<file path="config.mk">
export PLATFORM = sky130hd
export DESIGN_NAME = cep_noc_serializer_flat
export DESIGN_NICKNAME = d
export VERILOG_FILES = /design/src/rtl/cep_noc_serializer_if.sv /design/src/rtl/cep_noc_serializer.sv /design/src/flat_wrapper.sv
export SDC_FILE = /design/constraint.sdc
export NUM_CORES = 1
export LEC_CHECK = 0
export ABC_AREA = 1
export ABC_CLOCK_PERIOD_IN_PS = 21000
export BUFFER_PORTS_ARGS = -buffer_cell sky130_fd_sc_hd__buf_2
export CAP_MARGIN = 20
export CORE_ASPECT_RATIO = 1.1
export CORE_MARGIN = 2
export CORE_UTILIZATION = 40
export CTS_CLUSTER_SIZE = 28
export DETAILED_ROUTE_END_ITERATION = 16
export GPL_TIMING_DRIVEN = 1
export PLACE_DENSITY_LB_ADDON = 0.15
export SLEW_MARGIN = 10
export SYNTH_ARGS = -nofsm -noshare
export SYNTH_HDL_FRONTEND = slang
export SYNTH_SLANG_ARGS = --single-unit
</file>
<file path="constraint.sdc">
create_clock -name clk -period 21 [get_ports clk]
set_input_delay 4.2 -clock clk [delete_from_list [all_inputs] [get_ports clk]]
set_output_delay 4.2 -clock clk [all_outputs]
set_load 0.02 [all_outputs]
</file>
<file path="src/rtl/cep_noc_serializer_if.sv">
// Handshake bundle between CEP reassembly (package source), the serializer and the NoC injection port.
interface cep_noc_serializer_if #(
    parameter int NOC_WIDTH = 64
);
    localparam int CEP_DATA_WIDTH = 8 * NOC_WIDTH;

    logic                      cep_val;
    logic [CEP_DATA_WIDTH-1:0] cep_data;
    logic                      cep_rdy;
    logic                      noc_val;
    logic [NOC_WIDTH-1:0]      noc_data;
    logic                      noc_rdy;

    // master: package source plus NoC sink; slave: the serializer itself
    modport master (output cep_val, cep_data, noc_rdy, input cep_rdy, noc_val, noc_data);
    modport slave  (input cep_val, cep_data, noc_rdy, output cep_rdy, noc_val, noc_data);
endinterface

</file>
<file path="src/rtl/cep_noc_serializer.sv">
// Buffers one CEP package and replays it as a P-Mesh NoC message, one 64-bit flit per handshake.
// CEP word 0: [7:0] msg_type [15:8] mshrid [19:16] length [20] is_req [34:21] dst_chipid
//   [42:35] dst_x [50:43] dst_y [54:51] dst_fbits [56:55] mesi [58:57] subline_id [59] last_subline
// Request word 1: [47:0] addr [50:48] data_size [51] cache_type [55:52] subline_vector
// Request word 2: [13:0] src_chipid [21:14] src_x [29:22] src_y [33:30] src_fbits
module cep_noc_serializer #(
    parameter int NOC_WIDTH    = 64,
    parameter int MAX_REQ_LEN  = 7,
    parameter int MAX_RESP_LEN = 7
) (
    input  logic                clk,
    input  logic                rst,
    cep_noc_serializer_if.slave bus,
    output logic                len_err,
    output logic                busy
);
    localparam int         NWORDS   = 8;
    localparam logic [3:0] REQ_CAP  = 4'(MAX_REQ_LEN);
    localparam logic [3:0] RESP_CAP = 4'(MAX_RESP_LEN);

    typedef enum logic [2:0] {IDLE, HDR1, HDR2, HDR3, DATA} state_t;

    state_t               state, state_nxt;
    logic [NOC_WIDTH-1:0] buf_q [NWORDS];
    logic                 is_req_q;
    logic [2:0]           len_eff_q, ndata_q, cnt_q;
    logic                 len_err_q;

    logic       accept, noc_fire, last_flit;
    logic [3:0] in_len, in_cap, in_len_eff;
    logic       in_is_req, in_over;
    logic [2:0] in_ndata, word_idx;
    logic [NOC_WIDTH-1:0] hdr1, hdr2, hdr3;

    assign in_len     = bus.cep_data[19:16];
    assign in_is_req  = bus.cep_data[20];
    assign in_cap     = in_is_req ? REQ_CAP : RESP_CAP;
    assign in_over    = in_len > in_cap;
    assign in_len_eff = in_over ? in_cap : in_len;
    // Requests spend two length units on HDR2/HDR3; a shorter request carries no data at all.
    assign in_ndata   = !in_is_req ? in_len_eff[2:0]
                      : (in_len_eff < 4'd2) ? 3'd0 : 3'(in_len_eff - 4'd2);

    // noc_fire uses the registered state, keeping noc_val free of any input path.
    assign noc_fire  = (state != IDLE) && bus.noc_rdy;
    assign last_flit = (state == HDR1) ? (is_req_q ? (len_eff_q < 3'd2) : (len_eff_q == 3'd0))
                     : (state == HDR3) ? (ndata_q == 3'd0)
                     : (state == DATA) ? (cnt_q == ndata_q - 3'd1)
                     : 1'b0;
    assign accept    = bus.cep_val && bus.cep_rdy;

    always_ff @(posedge clk) begin
        if (rst) begin
            state <= IDLE;
        end else begin
            state <= state_nxt; // NOTE: non-blocking so every flop samples pre-edge values.
        end
    end

    always_comb begin
        state_nxt = state; // NOTE: default first so no path leaves state_nxt unassigned (no latch).
        if (state == IDLE) begin
            if (accept) state_nxt = HDR1;
        end else if (noc_fire) begin
            if (last_flit) begin
                state_nxt = accept ? HDR1 : IDLE;
            end else begin
                case (state)
                    HDR1:    state_nxt = is_req_q ? HDR2 : DATA;
                    HDR2:    state_nxt = HDR3;
                    HDR3:    state_nxt = DATA;
                    default: state_nxt = state;
                endcase
            end
        end
    end

    assign bus.noc_val = (state != IDLE);
    assign busy        = (state != IDLE);
    assign bus.cep_rdy = (state == IDLE) || (noc_fire && last_flit);
    assign len_err     = len_err_q;

    assign word_idx = is_req_q ? (cnt_q + 3'd3) : (cnt_q + 3'd1);
    assign hdr1 = {buf_q[0][34:21], buf_q[0][42:35], buf_q[0][50:43], buf_q[0][54:51],
                   5'd0, len_eff_q, buf_q[0][7:0], buf_q[0][15:8],
                   1'b0, buf_q[0][56:55], buf_q[0][58:57], buf_q[0][59]};
    assign hdr2 = {buf_q[1][47:0], 8'd0, buf_q[1][50:48], buf_q[1][51], buf_q[1][55:52]};
    assign hdr3 = {buf_q[2][13:0], buf_q[2][21:14], buf_q[2][29:22], buf_q[2][33:30], 30'd0};

    always_comb begin
        bus.noc_data = '0;
        case (state)
            HDR1:    bus.noc_data = hdr1;
            HDR2:    bus.noc_data = hdr2;
            HDR3:    bus.noc_data = hdr3;
            DATA:    bus.noc_data = buf_q[word_idx];
            default: bus.noc_data = '0;
        endcase
    end

    always_ff @(posedge clk) begin
        if (rst) begin
            // NOTE: the package buffer is cleared on reset so an aborted message leaves nothing behind.
            for (int i = 0; i < NWORDS; i++) buf_q[i] <= '0;
            is_req_q  <= 1'b0;
            len_eff_q <= '0;
            ndata_q   <= '0;
            cnt_q     <= '0;
            len_err_q <= 1'b0;
        end else begin
            len_err_q <= accept && in_over;
            if (accept) begin
                for (int i = 0; i < NWORDS; i++) buf_q[i] <= bus.cep_data[i*NOC_WIDTH +: NOC_WIDTH];
                is_req_q  <= in_is_req;
                len_eff_q <= in_len_eff[2:0];
                ndata_q   <= in_ndata;
                cnt_q     <= '0;
            end else if (noc_fire && state == DATA) begin
                cnt_q <= cnt_q + 3'd1;
            end
        end
    end

    // Header bits that are consumed at accept time or never forwarded.
    logic unused_bits;
    assign unused_bits = ^{buf_q[0][63:60], buf_q[0][20:16], buf_q[1][63:56], buf_q[2][63:34]};
endmodule

</file>
<file path="src/flat_wrapper.sv">
// flat-port wrapper written by rule: the top's interface ports become plain ports
module cep_noc_serializer_flat 
#(
    parameter int NOC_WIDTH    = 64,
    parameter int MAX_REQ_LEN  = 7,
    parameter int MAX_RESP_LEN = 7
)
  (clk, rst, len_err, busy, bus_cep_val, bus_cep_data, bus_noc_rdy, bus_cep_rdy, bus_noc_val, bus_noc_data);
  cep_noc_serializer_if #(.NOC_WIDTH(NOC_WIDTH)) bus_i ();
  input  logic clk;
  input  logic rst;
  output logic len_err;
  output logic busy;
  input wire logic [$bits(bus_i.cep_val)-1:0] bus_cep_val;
  input wire logic [$bits(bus_i.cep_data)-1:0] bus_cep_data;
  input wire logic [$bits(bus_i.noc_rdy)-1:0] bus_noc_rdy;
  output wire logic [$bits(bus_i.cep_rdy)-1:0] bus_cep_rdy;
  output wire logic [$bits(bus_i.noc_val)-1:0] bus_noc_val;
  output wire logic [$bits(bus_i.noc_data)-1:0] bus_noc_data;
  assign bus_i.cep_val = bus_cep_val;
  assign bus_i.cep_data = bus_cep_data;
  assign bus_i.noc_rdy = bus_noc_rdy;
  assign bus_cep_rdy = bus_i.cep_rdy;
  assign bus_noc_val = bus_i.noc_val;
  assign bus_noc_data = bus_i.noc_data;
  cep_noc_serializer #(.NOC_WIDTH(NOC_WIDTH), .MAX_REQ_LEN(MAX_REQ_LEN), .MAX_RESP_LEN(MAX_RESP_LEN)) u_core (.clk(clk), .rst(rst), .bus(bus_i), .len_err(len_err), .busy(busy));
endmodule
</file>
==> results of run 1 <==
worst paths after layout:
kind | end | from | slack [ns] | cells past startpoint
max | bus_noc_data[20] | u_core.cnt_q[0]$_SDFFE_PP0P_ | 11.94 | 11
min | u_core.len_eff_q[1]$_SDFFE_PP0P_ | u_core.len_eff_q[1]$_SDFFE_PP0P_ | 0.49 | 2
max reg2reg | u_core.buf_q[6][21]$_SDFFCE_PP0P_ | u_core.cnt_q[0]$_SDFFE_PP0P_ | 14.70 | 12
min reg2reg | u_core.len_eff_q[1]$_SDFFE_PP0P_ | u_core.len_eff_q[1]$_SDFFE_PP0P_ | 0.49 | 2
cell type report:
cell class                 instances  area [sq um]
timing repair buffer             610          3140
multi-input combinational       1763          7690
sequential                       526         15700
clock inverter                    39           433
clock buffer                      61          1440
tap                              850          1060
inverter                         593          2230
fill                            6448         33600
antenna                            8          20.0
cell families after synthesis:
kind of cell               after synthesis  share of synthesized area, %
AOI/OAI and AO/OA                      388                          8.40
buffers and inverters                  769                          11.8
DFF                                    526                          59.2
and+or+nand+nor                       1353                          19.7
muxes                                   14                         0.535
xor gates and xnor gates                 3                        0.0994
adders and majority gates                5                         0.237
state kept, by name, indices dropped and copies added (netlist names):
register          count
u_core.ndata_q        3
u_core.is_req_q       1
u_core.buf_q        512
u_core.len_err        1
u_core.len_eff_q      3
u_core.state          3
u_core.cnt_q          3
per-layer routing:
| metal | global-route usage, % | part of all wire [%] |
|---|---|---|
| met3 | 4.09 | 7.7 |
| met1 | 36.6 | 40 |
| met2 | 48.4 | 49 |
| met4 | 10.1 | 3.5 |
| met5 | 0 | 0.021 |
per-stage QoR:
stage                     util [%]  hold slack (ns)  instance area, sq um
after global placement        45.7            0.476                 29800
after floorplan                  -            0.450                 26400
final                         48.6            0.485                 31700
after global routing          48.5            0.499                 31700
after CTS                     48.5            0.479                 31700
after detailed placement      45.7            0.462                 29800
power by group through the flow:
stage	sequential, mW	combinational (mW)	clock (mW)
2_1_floorplan	1.72	0.799	0
3_3_place_gp	1.61	1.35	0
3_5_place_dp	1.61	1.35	0
4_1_cts	1.60	1.35	1.04
5_1_grt	1.62	1.46	1.08
6_report	1.60	1.35	1.03
layout by cell type, fill, tap and decap left out, types with 9 or more instances in the layout:
cell type / count
mux2i_1: 13
nand2_1: 518
o2111ai_1: 9
clkinv_2: 14
o21ai_0: 218
edfxtp_1: 512
inv_1: 586
o311ai_0: 9
nand3_1: 35
nor2_1: 772
bufinv_16: 9
nand4_1: 16
o211ai_1: 42
clkinv_1: 12
a21oi_1: 70
dfxtp_1: 13
clkbuf_16: 57
o31ai_1: 15
buf_4: 27
buf_2: 582
worst reg2reg max path: stages (launching register included):
cell and delay, ns:
dfxtp_4 0.69, buf_12 0.65, nor2_1 0.13, nor2_1 0.13
nand2_1 0.06, nor2_1 0.08, nand2_1 0.11, nand4_1 0.10
nand3_1 0.26, nand2_4 0.87, buf_4 0.89, buf_4 0.97
buf_4 0.94
==> results.yml, run 1 <==
outcome:
  status: "finished, final reports clean"
cells_and_area:
  syn2layout_area_growth_pct: 19.8
  fin_cells: 4450
  drive_above_1_share_pct: 19.9
  nNetsFinal: 4070
drt:
  wirelength_um: 98800
  first_iter_violations: 2397
  vias_per_cell: 4.99
  wl_per_cell_um: 22.2
  drc: 0
  ant_nets: 0
  first_pass_iters: 6
  dr_total_vias: 22200
yosys:
  yosysMostFrequentCell: "nor2_1"
  synth-seq-cells: 526
  syn_area_sq_um: 26400
  ys_top_cells_by_area: "edfxtp_1 58%, nor2_1 11%, inv_1 8.4%, nand2_1 7.4%, o21ai_0 4.1%"
  yosysTopAreaCellShare_pct: 58.1
  ys_async_sr_fraction_pct: 0
  syn_inst: 3058
  syn_avg_cell_area_sq_um: 8.65
  yosys.area.top_type: "edfxtp_1"
  yosysUniqueCellTypes: 41
  ys_warn_count: 0
  synth_nets: 3579
  yosys-top-cells-count: "773 x nor2_1, 589 x inv_1, 521 x nand2_1"
  synth_edf_count: 512
  synthFlopType: "edfxtp_1"
  yosysSeqAreaShare_pct: 59.2
setup_path:
  required_ns: 16.80
  crit_type: "flip-flop to primary output"
  crit_family: "buffers and inverters"
  crit_path_end_kind: "primary output"
  start_kind: "flip-flop"
  critPathSlowestCell: "dfxtp_4"
  slowest_delay_ns: 0.69
  cp_num_buf_inv: 4
  path_cells: "inv_8 > ha_1 > xnor2_2 > buf_4 > buf_4 > o21ai_0 > o21ai_0 > a21oi_1 > o31ai_1 > o211ai_1 > buf_2"
  worst-path-max-fanout: 112
  worstPathArrival_ns: 4.86
floorplanning:
  die_area_sq_um: 68200
  io_pins: 584
  fp.dieW_um: 249
  coreArea_sq_um: 65200
  die_h_um: 274
  rows: 98
  start_util_pct: 40.5
global_routing:
  grt_max_degree: 176
  grt_pass1_vias: 21100
  grt_overflow: 0
  grt_pass1_wl_um: 139000
  antenna_found_initial: 14
  track_usage_pct: 28.2
power:
  p_leak_nw: 15.6
  p_per_area_nw_per_um2: 126
  p_sw_share_pct: 39.1
  pwr-share-comb_pct: 33.9
  internal-power_mw: 2.43
  p_total_mw: 3.98
  vdd_drop_max_mv: 0.0768
  p_clk_share_pct: 26.0
  p_switching_mw: 1.55
  seq_power_share_pct: 40.2
min_path:
  hold_path_class: "flip-flop to flip-flop"
clock_network:
  cts_max_level: 2
  cts_tree: "done"
  cts_setup_buffers: 0
  path_clk_slew_ns: 0.07
  cts_resized: 0
  cts_buffer_depth: 3
  clk_root_buffer_cell: "clkbuf_16"
  hold_buffers: 0
  cts.sink_count: 526
  cts_made_buffers: 55
  clk_latency_ns: 0.62
run:
  max_cap_viol_count: 0
timing:
  setup_viol: 0
  hold_viol_final: 0
  fin_ws_ns: 11.94
  worst_slew_pin_slew_ns: 1.07
  drv_slew: 0
  rsz0062_at_grt: "false"
  fmax_ghz: 0.110
  relSlewSlack_pct: 27.7
  timing.final.crit_share_pct: 43.1
  finalSetupTns_ns: 0
  skew_ns: 0.0217
  finalCriticalPeriod_ns: 9.06
placed_design:
  place_inst: 4342
  port_buffers: 583
  routabilityCongestion: 0.903
  post-place-ws_ns: 12.02
  hpwl_um: 72600
Note: power is estimated with default switching activity, not from simulation.
==> run 2: changes to the inputs <==
--- a/config.mk
+++ b/config.mk
@@ -6,7 +6,7 @@
 export NUM_CORES = 1
 export LEC_CHECK = 0
 export ABC_AREA = 1
-export ABC_CLOCK_PERIOD_IN_PS = 21000
+export ABC_CLOCK_PERIOD_IN_PS = 7920
 export BUFFER_PORTS_ARGS = -buffer_cell sky130_fd_sc_hd__buf_2
 export CAP_MARGIN = 20
 export CORE_ASPECT_RATIO = 1.1
==> constraint.sdc (replaced) <==
create_clock -name clk -period 7.92 [get_ports clk]
set_input_delay 1.584 -clock clk [delete_from_list [all_inputs] [get_ports clk]]
set_output_delay 1.584 -clock clk [all_outputs]
set_load 0.02 [all_outputs]
==> results.yml, run 2 (synthesized netlist as in run 1, its figures left out) <==
setup_path:
  reg2reg_depth: 10
  timing.rr.start: "u_core.cnt_q[0]$_SDFFE_PP0P_"
  worstPathArrival_ns: 4.38
  crit_path_end_kind: "primary output"
  required_ns: 6.34
  critPathSlowestCell: "buf_4"
  slowest_delay_ns: 0.59
  start_kind: "flip-flop"
  path_cells: "inv_8 > ha_1 > xnor2_2 > buf_4 > buf_4 > o21ai_0 > o21ai_0 > a21oi_1 > nand2_1 > o2111ai_1 > buf_2"
  crit_family: "buffers and inverters"
  worst-path-max-fanout: 120
  cp.depth: 11
  cp_num_buf_inv: 4
  reg2reg_slack_ns: 4.03
  crit_type: "flip-flop to primary output"
  reg2reg_to: "u_core.buf_q[5][19]$_SDFFCE_PN0P_"
power:
  internal-power_mw: 6.31
  p_switching_mw: 4.29
  p_leak_nw: 15.6
  pwr-share-comb_pct: 35.6
  seq_power_share_pct: 39.9
  p_per_area_nw_per_um2: 335
  p_sw_share_pct: 40.5
  vdd_drop_max_mv: 0.152
  p_clk_share_pct: 24.5
global_routing:
  grt_max_degree: 171
  grt.met1_usage_pct: 37.1
  track_usage_pct: 29.6
  grt_pass1_vias: 21600
  antenna_found_initial: 11
  use_met3_pct: 5.67
  use_met2_pct: 49.3
  grt_pass1_wl_um: 145000
  grt_busiest_layer: "met2"
  grt_overflow: 0
outcome:
  status: "finished, final reports clean"
drt:
  drc: 0
  wl_per_cell_um: 23.3
  vias_per_cell: 5.01
  wirelength_um: 104000
  ant_nets: 0
  first_pass_iters: 6
  first_iter_violations: 2391
  dr_total_vias: 22300
cells_and_area:
  mostFrequentLayoutCells: "772 x nor2_1, 586 x inv_1, 582 x buf_2"
  fin_cells: 4451
  final_common_cell: "nor2_1"
  top_register: "u_core.buf_q"
  drive_above_1_share_pct: 19.8
  nFillCells: 6458
  multi_input_area_sq_um: 7700
  largest_reg_flops: 512
  syn2layout_area_growth_pct: 19.7
  seqCellArea_sq_um: 15700
  nNetsFinal: 4076
timing:
  skew_ns: 0.0339
  timing.final.crit_share_pct: 75.3
  hold_viol_final: 0
  finalCriticalPeriod_ns: 5.96
  drv_slew: 0
  finalSetupTns_ns: 0
  rsz0062_at_grt: "false"
  fmax_ghz: 0.168
  relSlewSlack_pct: 26.5
  setup_viol: 0
  worst_slew_pin_slew_ns: 1.09
floorplanning:
  die_h_um: 274
  die_area_sq_um: 68200
  coreArea_sq_um: 65200
  io_pins: 584
  start_util_pct: 40.5
  fp.dieW_um: 249
  rows: 98
clock_network:
  clk_root_buffer_cell: "clkbuf_16"
  cts_max_level: 2
  clk_latency_ns: 0.64
  cts_buffer_depth: 3
  hold_buffers: 0
  cts.sink_count: 526
  cts_tree: "done"
  path_clk_slew_ns: 0.06
  cts_setup_buffers: 0
  cts_made_buffers: 58
  cts_resized: 0
run:
  max_cap_viol_count: 0
placed_design:
  routabilityCongestion: 0.930
  place_inst: 4345
  port_buffers: 583
  hpwl_um: 76000
min_path:
  min_path_cells: 2
  hold_path_class: "flip-flop to flip-flop"
  min-delay-start: "u_core.ndata_q[1]$_SDFFE_PP0P_"
  hold_end: "u_core.ndata_q[1]$_SDFFE_PP0P_"
-- run 2: cell count changes in the layout (fill, tap and decap cells not counted), sizes merged --
cell	before	now
clkbuf	61	69
inv	593	594
diode	8	3
clkinvlp	3	2
clkinv	27	28
buf	610	613
bufinv	9	3
-- run 2: tightest hold or removal path, cell delays in order (launching register included) --
cell and delay [ns]:
dfxtp_1 0.31, nand3_1 0.07, nand2_1 0.05
-- run 2: worst max-delay path by stage --
stage	endpoint	startpoint	slack (ns)
after floorplan	u_core.buf_q[0][0]$_SDFFCE_PN0P_	bus_cep_val	1.74
after global placement	bus_noc_data[32]	u_core.cnt_q[0]$_SDFFE_PP0P_	2.75
after detailed placement	bus_noc_data[32]	u_core.cnt_q[0]$_SDFFE_PP0P_	2.65
after CTS	bus_noc_data[55]	u_core.cnt_q[0]$_SDFFE_PP0P_	1.93
after global routing	bus_noc_data[31]	u_core.cnt_q[0]$_SDFFE_PP0P_	1.72
final	bus_noc_data[48]	u_core.cnt_q[0]$_SDFFE_PP0P_	1.96
-- run 2: through the flow --
step / total power [mW] / hold WS, ns / util, % / cell area [sq um] / setup slack (ns)
3_5_place_dp: 8.03 / 0.462 / 45.8 / 29900 / 2.65
2_1_floorplan: 6.39 / 0.450 / - / 26500 / 1.74
3_3_place_gp: 8.04 / 0.463 / 45.8 / 29900 / 2.75
6_report: 10.6 / 0.482 / 48.5 / 31700 / 1.96
5_1_grt: 11.1 / 0.497 / 48.5 / 31700 / 1.72
4_1_cts: 10.6 / 0.479 / 48.5 / 31600 / 1.93
-- run 2: layout make-up --
cell class / instances / share of cell area (%)
clock buffers: 69 / 4.78
inverters: 593 / 7.06
clock inverters: 34 / 0.779
flip-flops and latches: 526 / 49.5
well taps: 850 / 3.36
multi-input cells: 1763 / 24.3
diodes: 3 / 0.0237
repair buffers: 613 / 10.2
-- run 2: power groups by stage --
stage               clock network [mW]  logic [mW]  registers (mW)
finish                            2.60        3.77            4.24
global route                      2.72        4.06            4.29
CTS                               2.62        3.78            4.23
detailed placement                   0        3.76            4.27
global placement                     0        3.77            4.27
floorplan                            0        2.12            4.27
-- run 2: layer usage --
layer / up-vias / wire, um
li1: 10600 / -
met1: 10400 / 40200
met2: 1052 / 49300
met3: 196 / 8360
met4: 10 / 5640
met5: - / 58
==> run 3: changes to the inputs <==
--- a/config.mk
+++ b/config.mk
@@ -6,7 +6,7 @@
 export NUM_CORES = 1
 export LEC_CHECK = 0
 export ABC_AREA = 1
-export ABC_CLOCK_PERIOD_IN_PS = 7920
+export ABC_CLOCK_PERIOD_IN_PS = 5000
 export BUFFER_PORTS_ARGS = -buffer_cell sky130_fd_sc_hd__buf_2
 export CAP_MARGIN = 20
 export CORE_ASPECT_RATIO = 1.1
==> constraint.sdc (replaced) <==
create_clock -name clk -period 5 [get_ports clk]
set_input_delay 1 -clock clk [delete_from_list [all_inputs] [get_ports clk]]
set_output_delay 1 -clock clk [all_outputs]
set_load 0.02 [all_outputs]
==> results.yml, run 3 (synthesized netlist as in run 1, its figures left out) <==
outcome:
  status: "finished, final reports clean"
drt:
  first_pass_iters: 6
  drc: 0
  first_iter_violations: 2171
  ant_nets: 0
  wirelength_um: 102000
  wl_per_cell_um: 22.9
  vias_per_cell: 4.99
  dr_total_vias: 22300
setup_path:
  worst-path-max-fanout: 140
  timing.rr.start: "u_core.cnt_q[0]$_SDFFE_PP0P_"
  crit_start: "u_core.cnt_q[0]$_SDFFE_PP0P_"
  required_ns: 4.00
  crit_type: "flip-flop to primary output"
  worstPathArrival_ns: 3.77
  critPathCapture: "bus_noc_data[35]"
  start_kind: "flip-flop"
  reg2reg_slack_ns: 1.06
  reg2reg_to: "u_core.buf_q[4][6]$_SDFFCE_PN0P_"
  reg2reg_depth: 14
  crit_path_end_kind: "primary output"
power:
  p_leak_nw: 15.7
  p_per_area_nw_per_um2: 528
  vdd_drop_max_mv: 0.344
placed_design:
  routabilityCongestion: 0.954
  port_buffers: 583
  hpwl_um: 75100
global_routing:
  track_usage_pct: 29.4
  grt_pass1_wl_um: 145000
  grt_pass1_vias: 21600
  antenna_found_initial: 10
  grt_max_degree: 210
  grt_overflow: 0
floorplanning:
  io_pins: 584
  fp.dieW_um: 249
  rows: 98
  die_area_sq_um: 68200
  coreArea_sq_um: 65200
  start_util_pct: 40.5
  die_h_um: 274
cells_and_area:
  drive_above_1_share_pct: 19.9
  largest_reg_flops: 512
  nNetsFinal: 4078
  mostFrequentLayoutCells: "772 x nor2_1, 586 x inv_1, 582 x buf_2"
  final_common_cell: "nor2_1"
  syn2layout_area_growth_pct: 20.3
  top_register: "u_core.buf_q"
timing:
  drv_slew: 0
  timing.hold.ws_ns: 0.476
  skew_ns: 0.0136
  timing.final.crit_share_pct: 95.5
  finalSetupTns_ns: 0
  rsz0062_at_grt: "false"
  relSlewSlack_pct: 20.6
  setup_viol: 0
  hold_viol_final: 0
  finalCriticalPeriod_ns: 4.77
  fmax_ghz: 0.209
  worst_slew_pin_slew_ns: 1.19
clock_network:
  cts_tree: "done"
  cts_resized: 0
  cts_setup_buffers: 0
  clk_latency_ns: 0.62
  clk_root_buffer_cell: "clkbuf_16"
  cts_max_level: 2
  cts_made_buffers: 57
  cts.sink_count: 526
  cts_buffer_depth: 3
  hold_buffers: 0
  path_clk_slew_ns: 0.06
run:
  max_cap_viol_count: 0
min_path:
  hold_path_class: "flip-flop to flip-flop"
  min-delay-start: "u_core.len_eff_q[2]$_SDFFE_PP0P_"
## run 3: final cells by class
class	count	area, sq um
flip-flops and latches	526	15700
well taps	850	1060
clock buffers	69	1510
multi-input cells	1763	7700
inverters	593	2230
fillers	6447	33400
clock inverters	38	342
diodes	5	12.5
repair buffers	616	3290
## run 3: worst max-delay path, cell delays in order, from the launching register on
cell	delay, ns
dfxtp_4	0.38
inv_8	0.27
ha_1	0.34
xnor2_2	0.28
buf_12	0.52
buf_4	0.43
o311ai_0	0.28
nand2_1	0.14
nand4_1	0.24
buf_2	0.26
## run 3: where the power goes
group          internal [mW]  total (mW)  switching (mW)
registers               6.26        6.73           0.470
logic                   1.45        5.77            4.32
clock network           2.46        4.29            1.83
total                   10.2        16.8            6.62
## run 3: worst min path at each step
stage	endpoint	slack, ns	depth (start not counted)
finish	u_core.len_eff_q[2]$_SDFFE_PP0P_	0.48	2
global route	u_core.len_eff_q[2]$_SDFFE_PP0P_	0.50	2
global placement	u_core.len_eff_q[2]$_SDFFE_PP0P_	0.46	2
floorplan	u_core.len_eff_q[1]$_SDFFE_PP0P_	0.45	2
detailed placement	u_core.len_eff_q[1]$_SDFFE_PP0P_	0.46	2
CTS	u_core.len_eff_q[1]$_SDFFE_PP0P_	0.48	2
## run 3: metrics by stage
stage	total power, mW	setup WS, ns	cell area [sq um]	std cells	util, %
after floorplan	10.0	0.875	26500	3058	-
after global placement	12.5	0.976	29900	4348	45.9
after detailed placement	12.5	0.892	29900	4348	45.9
after CTS	16.8	0.216	31800	4455	48.8
after global routing	17.5	0.0713	31800	4456	48.8
final	16.8	0.226	31800	4460	48.8
## run 3: routing by layer
layer | wire length [um] | share of wire (%) | vias up | global-route usage, %
li1 | - | - | 10600 | -
met1 | 41500 | 41 | 10500 | 37.8
met2 | 48800 | 48 | 943 | 48.6
met3 | 7400 | 7.2 | 172 | 5.59
met4 | 4620 | 4.5 | 8 | 12.8
met5 | 53 | 0.052 | - | 0
